--- config.mk ---
export PLATFORM = sky130hd
export DESIGN_NAME = gaussian_output_packer
export DESIGN_NICKNAME = d
export VERILOG_FILES = /design/src/rtl/gaussian_output_packer.sv
export SDC_FILE = /design/constraint.sdc
export NUM_CORES = 1
export LEC_CHECK = 0
export BUFFER_PORTS_ARGS = -buffer_cell sky130_fd_sc_hd__buf_2
export CAP_MARGIN = 20
export CORE_ASPECT_RATIO = 1.4
export CORE_UTILIZATION = 40
export CTS_CLUSTER_DIAMETER = 30
export DETAILED_ROUTE_END_ITERATION = 16
export PLACE_DENSITY = 0.66
export SLEW_MARGIN = 25
export SYNTH_ARGS = -nofsm -noshare
export SYNTH_HDL_FRONTEND = slang
export SYNTH_SLANG_ARGS = --single-unit
--- constraint.sdc ---
create_clock -name clk -period 15.3 [get_ports clk]
set_input_delay 3.06 -clock clk [delete_from_list [all_inputs] [get_ports clk]]
set_output_delay 3.06 -clock clk [all_outputs]
set_load 0.02 [all_outputs]
--- src/rtl/gaussian_output_packer.sv ---
// Packs the gaussian accelerator's pixel stream into LANES-wide words queued for a valid/ready sink.
// Optional statistics outputs (stall_cycles, drop_count) exist only when PACKER_STATS_EN is defined.
module gaussian_output_packer #(
   parameter int unsigned DATA_W     = 16,
   parameter int unsigned LANES      = 4,
   parameter int unsigned IMG_W      = 64,
   parameter int unsigned IMG_H      = 64,
   parameter int unsigned FIFO_DEPTH = 8
) (
   input  logic                             clk,
   input  logic                             rst,
   input  logic                             flush,
   input  logic                             in_valid,
   input  logic [DATA_W-1:0]                in_data,
   output logic                             out_valid,
   input  logic                             out_ready,
   output logic [DATA_W*LANES-1:0]          out_data,
   output logic                             out_last,
   output logic                             frame_done,
   output logic                             overflow,
`ifdef PACKER_STATS_EN
   output logic [31:0]                      stall_cycles,
   output logic [15:0]                      drop_count,
`endif
   output logic [$clog2(IMG_W*IMG_H+1)-1:0] pixel_count
);

   localparam int unsigned WORD_W = DATA_W * LANES;
   localparam int unsigned LANE_W = $clog2(LANES);
   localparam int unsigned COL_W  = (IMG_W > 1) ? $clog2(IMG_W) : 1;
   localparam int unsigned ROW_W  = (IMG_H > 1) ? $clog2(IMG_H) : 1;
   localparam int unsigned PC_W   = $clog2(IMG_W * IMG_H + 1);
   localparam int unsigned AW     = $clog2(FIFO_DEPTH);

   logic [LANE_W-1:0] lane_q;
   logic [COL_W-1:0]  col_q;
   logic [ROW_W-1:0]  row_q;
   logic [PC_W-1:0]   pix_q;
   logic [WORD_W-1:0] part_q;
   logic              frame_done_q;
   logic              overflow_q;

   logic [WORD_W-1:0]     mem_q [FIFO_DEPTH];
   logic [FIFO_DEPTH-1:0] last_mem_q;
   logic [AW:0]           wr_q;
   logic [AW:0]           rd_q;

   logic              clear;
   logic              col_end;
   logic              last_px;
   logic              word_done;
   logic [WORD_W-1:0] word_next;
   logic              empty;
   logic              full;
   logic              pop;
   logic              push_ok;
   logic              drop;

   assign clear     = rst | flush;
   assign col_end   = (col_q == COL_W'(IMG_W - 1));
   assign last_px   = in_valid && col_end && (row_q == ROW_W'(IMG_H - 1));
   assign word_done = in_valid && ((lane_q == LANE_W'(LANES - 1)) || last_px);

   // Lanes above lane_q are still zero in part_q, so a short final word comes out zero-padded.
   always_comb begin
      word_next = part_q;
      for (int l = 0; l < LANES; l++) begin
         if (lane_q == LANE_W'(l)) word_next[l*DATA_W +: DATA_W] = in_data;
      end
   end

   assign empty   = (wr_q == rd_q);
   assign full    = (wr_q[AW] != rd_q[AW]) && (wr_q[AW-1:0] == rd_q[AW-1:0]);
   assign pop     = !empty && out_ready;
   assign push_ok = word_done && (!full || pop);
   assign drop    = word_done && full && !pop;

   always_ff @(posedge clk) begin
      if (clear) begin
         lane_q       <= '0;
         col_q        <= '0;
         row_q        <= '0;
         pix_q        <= '0;
         part_q       <= '0;
         frame_done_q <= 1'b0;
         overflow_q   <= 1'b0;
         wr_q         <= '0;
         rd_q         <= '0;
      end else begin
         frame_done_q <= last_px;
         if (in_valid) begin
            if (word_done) begin
               lane_q <= '0;
               part_q <= '0;
            end else begin
               lane_q <= lane_q + 1'b1;
               part_q <= word_next;
            end
            if (last_px) begin
               col_q <= '0;
               row_q <= '0;
               pix_q <= '0;
            end else begin
               pix_q <= pix_q + 1'b1;
               if (col_end) begin
                  col_q <= '0;
                  row_q <= row_q + 1'b1;
               end else begin
                  col_q <= col_q + 1'b1;
               end
            end
         end
         if (push_ok) wr_q <= wr_q + 1'b1;
         if (pop) rd_q <= rd_q + 1'b1;
         if (drop) overflow_q <= 1'b1;
      end
   end

   // A full FIFO with a simultaneous pop writes into the slot being read this cycle; the read
   // sees the old word and the new one becomes the tail after the pointers move.
   always_ff @(posedge clk) begin
      if (!clear && push_ok) begin
         mem_q[wr_q[AW-1:0]]      <= word_next;
         last_mem_q[wr_q[AW-1:0]] <= last_px;
      end
   end

   assign out_valid   = !empty;
   assign out_data    = empty ? '0 : mem_q[rd_q[AW-1:0]];
   assign out_last    = !empty && last_mem_q[rd_q[AW-1:0]];
   assign frame_done  = frame_done_q;
   assign overflow    = overflow_q;
   assign pixel_count = pix_q;

`ifdef PACKER_STATS_EN
   logic [31:0] stall_q;
   logic [15:0] drop_cnt_q;

   always_ff @(posedge clk) begin
      if (clear) begin
         stall_q    <= '0;
         drop_cnt_q <= '0;
      end else begin
         if (out_valid && !out_ready && (stall_q != '1)) stall_q <= stall_q + 32'd1;
         if (drop && (drop_cnt_q != '1)) drop_cnt_q <= drop_cnt_q + 16'd1;
      end
   end

   assign stall_cycles = stall_q;
   assign drop_count   = drop_cnt_q;
`endif

endmodule

After elaboration in Yosys (flattened, before gate mapping)
Memories as Yosys holds them, arrays and structs flattened. A register that Yosys moved wholly into a read port is not among the register bits.
Cells that the tools add are included.
{"block": "word_totals", "register_bits": 109, "mem_bits_rw": 512, "in_bits": 21, "mem_count": 1}
{"memory": "mem_q", "depth": 8, "width": 64, "read_ports": 1, "rd_ports_with_merged_regs": 1, "write_ports": 1, "line": "43", "source": "logic [WORD_W-1:0] mem_q [FIFO_DEPTH];"}
{"block": "classes", "n_addsub": 6, "n_lt_le_gt_ge": 3, "n_eq_ne": 8, "n_mux": 21, "n_bitwise": 1, "n_reduce_logical": 20}
{"cell": "2-to-1 mux 64 bit", "count": 2}
{"cell": "2-to-1 mux 16 bit", "count": 4}
{"cell": "2-to-1 mux 6 bit", "count": 4}
{"cell": "adder 13 x 1 -> 13 bit, second input constant", "count": 1}
{"cell": "2-to-1 mux 13 bit", "count": 1}
{"cell": "adder 6 x 1 -> 6 bit, second input constant", "count": 2}
{"cell": "== test 6 bit, second input constant", "count": 2}
{"cell": "logical AND 1 bit", "count": 11}
{"cell": "adder 4 x 1 -> 4 bit, second input constant", "count": 2}
{"cell": "bitwise mux 8 bit", "count": 1}
{"cell": "less-than comparator 3 x 4 -> 1 bit, second input constant", "count": 2}
{"cell": "2-to-1 mux 3 bit", "count": 2}
{"cell": "== test 2 bit, second input constant", "count": 2}
{"cell": "== test 4 bit", "count": 1}
{"cell": "logical NOT 1 bit", "count": 4}
{"cell": "2-to-1 mux 1 bit", "count": 4}
{"cell": "binary-select mux 1 bit (select 3 bit)", "count": 1}
{"cell": "demux 1 bit (select 3 bit)", "count": 1}
{"cell": "== test 3 bit", "count": 1}
{"cell": ">= comparator 3 x 1 -> 1 bit, second input constant", "count": 1}
{"cell": "adder 2 x 1 -> 2 bit, second input constant", "count": 1}
{"cell": "== test 2 x 1 -> 1 bit, second input constant", "count": 1}
{"cell": "logical NOT 2 bit", "count": 1}
{"cell": "logical OR 1 bit", "count": 2}
{"cell": "other kinds (5)", "count": 5}

Longest topological paths before layout
Gate-level depths: netlist of the first run.
{"block": "logic_depth", "word_depth": 9, "ltp_mapped": 7, "depth_no_buf": 6}

Worst setup path before layout of the first run
No wires, ideal clock.
{"block": "synth_timing", "path_type": "input-to-reg", "from": "input in_valid", "to": "register last_mem_q[1], enable pin", "arrival_ns": 8.686, "slack_ns": 6.032, "stages": 4, "path_cell_list": "and3_2 -> a31oi_1 -> a2111oi_2 -> nor3b_1"}
{"block": "synth_via", "elab_chain_cells": 6}
{"element": "from (decl)", "line": "13", "source": "input logic in_valid,"}
{"element": "logical AND 1 bit (2 in series)", "line": "61", "source": "assign last_px = in_valid && col_end && (row_q == ROW_W'(IMG_H - 1));"}
{"element": "logical OR 1 bit", "line": "62", "source": "assign word_done = in_valid && ((lane_q == LANE_W'(LANES - 1)) || last_px);"}
{"element": "logical AND 1 bit (*)", "line": "62"}
{"element": "logical AND 1 bit (*)", "line": "75", "source": "assign push_ok = word_done && (!full || pop);"}
{"element": "logical AND 1 bit (*)", "line": "122", "source": "if (!clear && push_ok) begin"}
{"element": "to (signal, indexed assignment)", "line": "124", "source": "last_mem_q[wr_q[AW-1:0]] <= last_px;"}
{"element": "to (decl)", "line": "44", "source": "logic [FIFO_DEPTH-1:0] last_mem_q;"}
Mark *: on every way between the ends. The rest lies on a longest branch, timed or not.
A chain may end at the register's enable or synchronous reset.

==> flow_metrics.tcl, run 1 <==
set metrics [dict create \
    first_global_vias 13340 \
    worstPathArrival_ns 3.77 \
    dr.pass1.iters 5 \
    wl_per_cell_um 23.19 \
    synth_commonest_cells "edfxtp_1, nor2_1, mux4_2" \
    setup_viol 0 \
    rsz0062_at_grt "no" \
    die_area_um2 61970 \
    portBuffers 101 \
    yosysMostFrequentCell "edfxtp_1" \
    core_area_um2 59950 \
    ctsResizeCount 0 \
    synthFlopType "edfxtp_1" \
    antenna_found_initial 5 \
    clock-root-buffer "clkbuf_16" \
    grt_pass1_wl_um 81610 \
    clk_pin_slew_ns 0.06 \
    clock-skew-final_ns 0.03833 \
    drc 0 \
    dp_hpwl_um 29980 \
    timing.final.crit_share_pct 44.65 \
    drv_slew 0 \
    chipWidth_um 210.7 \
    crit_type "reg2out" \
    overflow 0 \
    synth_nets 1339 \
    wl_um 54230 \
    drt_first_iter_violations 821 \
    grt_max_degree 67 \
    status "finished, final reports clean" \
    area_growth_pct 18.96 \
    postRouteAntennaNets 0 \
    synth_edf_count 520 \
    maxUsedRoutingLayer "met5" \
    grt_use_total_pct 17.82 \
    syn_inst 1309 \
    cp.required_ns 12.24 \
    synth-seq-cells 624 \
    cp-start-kind "register" \
    htree_levels 3 \
    fin_setup_tns_ns 0 \
    die_y_um 294.1 \
    min_period_ns 6.832 \
    wl_met2_um 28820 \
    num_vias 12460 \
    drive_above_1_share_pct 33.42 \
    irDropWorstVdd_mv 0.09876 \
    syn_area_um2 24380 \
    crit_fanout 37 \
    ys_warn_count 0 \
    insertion_delay_ns 0.65 \
    relSlewSlack_pct 36.54 \
    synthArstFlopShare_pct 0 \
    p_per_area_nw_per_um2 136.3 \
    p_leak_nw 9.232 \
    clockBufferDepth 3 \
    finalHoldViolations 0 \
    cts_hold_buffers 0 \
    synth_top_area_share_pct 64.04 \
    cts_tree "done" \
    whs_ns 0.4547 \
    cap_violations 0 \
    io_pins 102 \
    synth.area.top_cells "edfxtp_1, mux4_2, dfxtp_1, mux2i_1, mux2_2" \
    postCtsSetupBuffers 0 \
    nNetsFinal 1478 \
    end_kind "output pin" \
    rows 106 \
    via_per_inst 5.331 \
    ys_seq_area_share_pct 72.57 \
    clock-sinks 624 \
    ys_types 46 \
    cts_made_buffers 90 \
    fmax_mhz 146.4 \
    tightest_slew_ns 0.9519 \
    start_util_pct 40.68 \
    routed-wl-met3_um 2937 \
    m1WireLength_um 21380 \
    yosysTopAreaCell "edfxtp_1" \
    hp-class "reg2reg" \
    gp_congestion 0.7265 \
    syn_avg_cell_area_um2 18.63 \
]
-- cells in the final DEF (no fill, tap or decap), types with 18 or more instances in the layout --
| master | instances |
|---|---|
| mux2_2 | 64 |
| buf_4 | 18 |
| dfxtp_1 | 101 |
| nand2_1 | 18 |
| edfxtp_1 | 520 |
| and2_1 | 18 |
| a22oi_1 | 49 |
| buf_2 | 101 |
| mux2i_1 | 72 |
| inv_6 | 18 |
| mux4_2 | 130 |
| clkbuf_16 | 90 |
| nor2_1 | 142 |
-- area by class of cell --
type	instances	area, µm²
inverter	9	33.78
clock inverter	77	840.8
multi-input combinational	599	6395
timing repair buffer	124	738.2
antenna	2	5.005
clock buffer	93	2273
fill	5031	30940
sequential	624	17710
tap	810	1013
-- worst paths after layout --
path | start | endpoint | slack (ns) | cells past startpoint
max | register | out_data[48] | 8.47 | 7
min | part_q[54]$_SDFFE_PP0P_ | part_q[54]$_SDFFE_PP0P_ | 0.45 | 1
max reg2reg | col_q[0]$_SDFFE_PP0P_ | mem_q[6][22]$_DFFE_PP_ | 11.62 | 6
min reg2reg | part_q[54]$_SDFFE_PP0P_ | part_q[54]$_SDFFE_PP0P_ | 0.45 | 1
-- worst max-delay path, cell delays in order (launching register included) --
cell     delay (ns)
dfxtp_4        0.86
buf_4          0.45
buf_4          0.49
buf_12         0.30
mux4_2         0.54
mux2i_1        0.21
nor2_1         0.07
buf_2          0.20
-- per-layer routing --
layer,up-vias,track usage [%]
met5,-,0
met2,344,31.59
met3,75,2.956
met1,6540,21.88
li1,5500,-
met4,4,6.204
-- logic make-up (layout without fill, tap and decap cells) --
group           after synthesis  in the layout  share of synthesized area (%)
compound gates               72             72                          2.319
xor+xnor                     25             25                         0.9903
fa+ha+maj                     9              9                         0.4618
buf+inv                      86            303                          1.493
flops                       624            624                          72.57
mux                         266            266                          17.92
other cells                   0              2                              0
simple gates                227            227                          4.243
-- flip-flops by register name (all words and copies together) (netlist names), 4 cells and up, named ones only --
register	count
row_q	6
last_mem_q	8
col_q	6
pixel_count	13
part_q	64
rd_q	4
wr_q	4
mem_q	512
-- report_power, final --
group	leakage (nW)	switching (mW)	internal (mW)
clock network	1.49	0.840	1.23
logic	2.35	0.0385	0.0130
registers	5.39	0.00161	1.83
-- stage by stage --
stage          power [mW]  setup WS [ns]  cells  utilization [%]  area, µm²
6_report            3.955          8.468   2338            48.39      29010
2_1_floorplan       1.896          6.032   1309                -      24380
5_1_grt             4.056          8.111   2338            48.39      29010
4_1_cts             3.983          7.452   2334            48.29      28950
3_3_place_gp        1.916          8.122   2163            43.04      25800
3_5_place_dp        1.918          8.123   2164            43.10      25830
(Power assumes the default switching activity.)
==> run 2, diff against run 1 <==
Settings changed: ABC_AREA set to 1, PLACE_DENSITY 0.66 to 0.68.
Clock period 15.3 ns to 6 ns, I/O delays scaled along.
==> flow_metrics.tcl, run 2 <==
set metrics [dict create \
    cp.required_ns 4.80 \
    fillers 5480 \
    insertion_delay_ns 0.64 \
    yosysTopAreaCell "edfxtp_1" \
    synth_top_area_share_pct 61.91 \
    wl_per_cell_um 20.01 \
    area_growth_pct 15.12 \
    cts_tree "done" \
    p_per_area_nw_per_um2 328.9 \
    fin_util_pct 46.71 \
    mostFrequentLayoutCell "edfxtp_1" \
    wl_um 63190 \
    synth.area.top_cells "edfxtp_1, dfxtp_1, nor2_1, o21ai_0, nand2_1" \
    rsz0062_at_grt "no" \
    n_antenna_cell 0 \
    syn_area_um2 25220 \
    die_area_um2 64080 \
    ys_seq_area_share_pct 70.17 \
    gp_congestion 0.7789 \
    worstPathArrival_ns 3.62 \
    drc 0 \
    irDropWorstVdd_mv 0.1996 \
    syn_inst 2211 \
    register_area_um2 17710 \
    ys_types 35 \
    postCtsSetupBuffers 0 \
    drt_first_iter_violations 1486 \
    cap_violations 0 \
    synth_commonest_cells "edfxtp_1, nor2_1, o21ai_0" \
    die_y_um 299.1 \
    ctsResizeCount 0 \
    portBuffers 101 \
    p_leak_nw 9.566 \
    cts_hold_buffers 0 \
    cts_made_buffers 75 \
    multi_input_area_um2 6525 \
    cp-start-kind "register" \
    syn_avg_cell_area_um2 11.41 \
    chipWidth_um 214.2 \
    min_period_ns 4.818 \
    final_cell_mix "edfxtp_1, nor2_1, o21ai_0" \
    clockBufferDepth 3 \
    clock-sinks 624 \
    end_kind "output pin" \
    synth_simple_gate_area_share_pct 12.47 \
    postRouteAntennaNets 0 \
    dp_hpwl_um 34150 \
    synth_compound_area_share_pct 12.13 \
    clock-root-buffer "clkbuf_16" \
    overflow 0 \
    placed_area_um2 26330 \
    num_vias 17210 \
    crit_fanout 98 \
    grt_use_total_pct 19.47 \
    io_pins 102 \
    largest_register_ffs 512 \
    dr.pass1.iters 5 \
    timing.final.crit_share_pct 80.29 \
    clk_pin_slew_ns 0.05 \
    nNetsFinal 2301 \
    drv_slew 0 \
    fin_cells 3158 \
    htree_levels 3 \
    fmax_mhz 207.6 \
    relSlewSlack_pct 27.67 \
    synthAdderAreaFrac_pct 0.4465 \
    status "finished, final reports clean" \
    synthFlopType "edfxtp_1" \
    hp-class "reg2reg" \
    tightest_slew_ns 1.074 \
    synthArstFlopShare_pct 0 \
    synthMuxAreaShare_pct 0 \
    synth_nets 2241 \
    crit_type "reg2out" \
    clock-skew-final_ns 0.04567 \
    synth_top_family_by_area "simple AND/OR/NAND/NOR gates" \
    synth-seq-cells 624 \
    final_area_um2 29030 \
    dpl.cell_count 3019 \
    start_util_pct 40.58 \
    first_global_vias 17130 \
    yosysMostFrequentCell "edfxtp_1" \
    grt_max_degree 211 \
    antenna_found_initial 2 \
    via_per_inst 5.448 \
    rows 108 \
    core_area_um2 62160 \
    synth_edf_count 520 \
    ys_warn_count 0 \
    finalHoldViolations 0 \
    setup_viol 0 \
    drive_above_1_share_pct 12.90 \
    grt_pass1_wl_um 96880 \
    synthXorXnorAreaFrac_pct 0.4862 \
]
run 2: cell count changes in the layout (fill, tap and decap cells not counted), sizes merged, moves of 13 or more:
cell / change
and2: -18
mux2i: -72
o22ai: +65
inv: +78
nor2: +350
clkinv: -13
mux4: -130
mux2: -64
o211ai: +62
o21ai: +391
nand3: +82
a22oi: -49
nand2: +162
a21oi: +13
run 2: cells by family (layout without fill, tap and decap cells):
family	after synthesis	after routing
and+or+nand+nor	783	783
DFF	624	624
AOI/OAI and AO/OA	548	548
buffers and inverters	233	355
xor gates and xnor gates	14	14
adders and majority gates	9	9
run 2: path summary, 6_finish.rpt:
check / from / slack (ns) / cells past startpoint / to
setup / recovery: register / 1.18 / 6 / out_data[5]
hold / removal: overflow$_SDFFE_PP0P_ / 0.46 / 2 / overflow$_SDFFE_PP0P_
setup reg to reg: lane_q[0]$_SDFFE_PP0P_ / 3.08 / 7 / mem_q[0][51]$_DFFE_PP_
hold reg to reg: overflow$_SDFFE_PP0P_ / 0.46 / 2 / overflow$_SDFFE_PP0P_
run 2: report_power, final:
part / switching (mW) / leakage [nW] / internal [mW]
clock: 1.98 / 1.30 / 2.77
sequential: 0.00279 / 5.39 / 4.67
combinational: 0.108 / 2.88 / 0.0201
total: 2.09 / 9.57 / 7.46
run 2: area by class of cell:
class / instances / share of cell area (%)
clock buffer: 84 / 6.718
clock inverter: 55 / 2.547
inverter: 90 / 1.189
multi-input combinational: 1354 / 22.47
sequential: 624 / 60.99
tap: 825 / 3.555
timing repair buffer: 126 / 2.525
run 2: through the flow:
stage | power, mW | TNS (ns) | setup WS, ns | hold WS, ns
floorplan | 4.834 | -141.33 | -0.7249 | 0.4348
global placement | 4.883 | 0 | 1.744 | 0.4425
detailed placement | 4.888 | 0 | 1.796 | 0.4487
CTS | 9.597 | 0 | 1.155 | 0.4583
global route | 9.788 | 0 | 0.9195 | 0.4751
finish | 9.550 | 0 | 1.182 | 0.4597
run 2: routing by layer:
metal / GRT usage, % / wire length, µm
met5: 0 / 13
met4: 8.010 / 2026
met3: 2.872 / 3911
met2: 34.40 / 32150
met1: 23.80 / 25090
run 2: worst max-delay path, stage by stage, from the launching register on:
cell and delay [ns]:
dfxtp_4 1.03, buf_4 0.87, o21ai_0 0.20, o22ai_1 0.21, nor2_1 0.06, nor2_1 0.28
buf_2 0.23
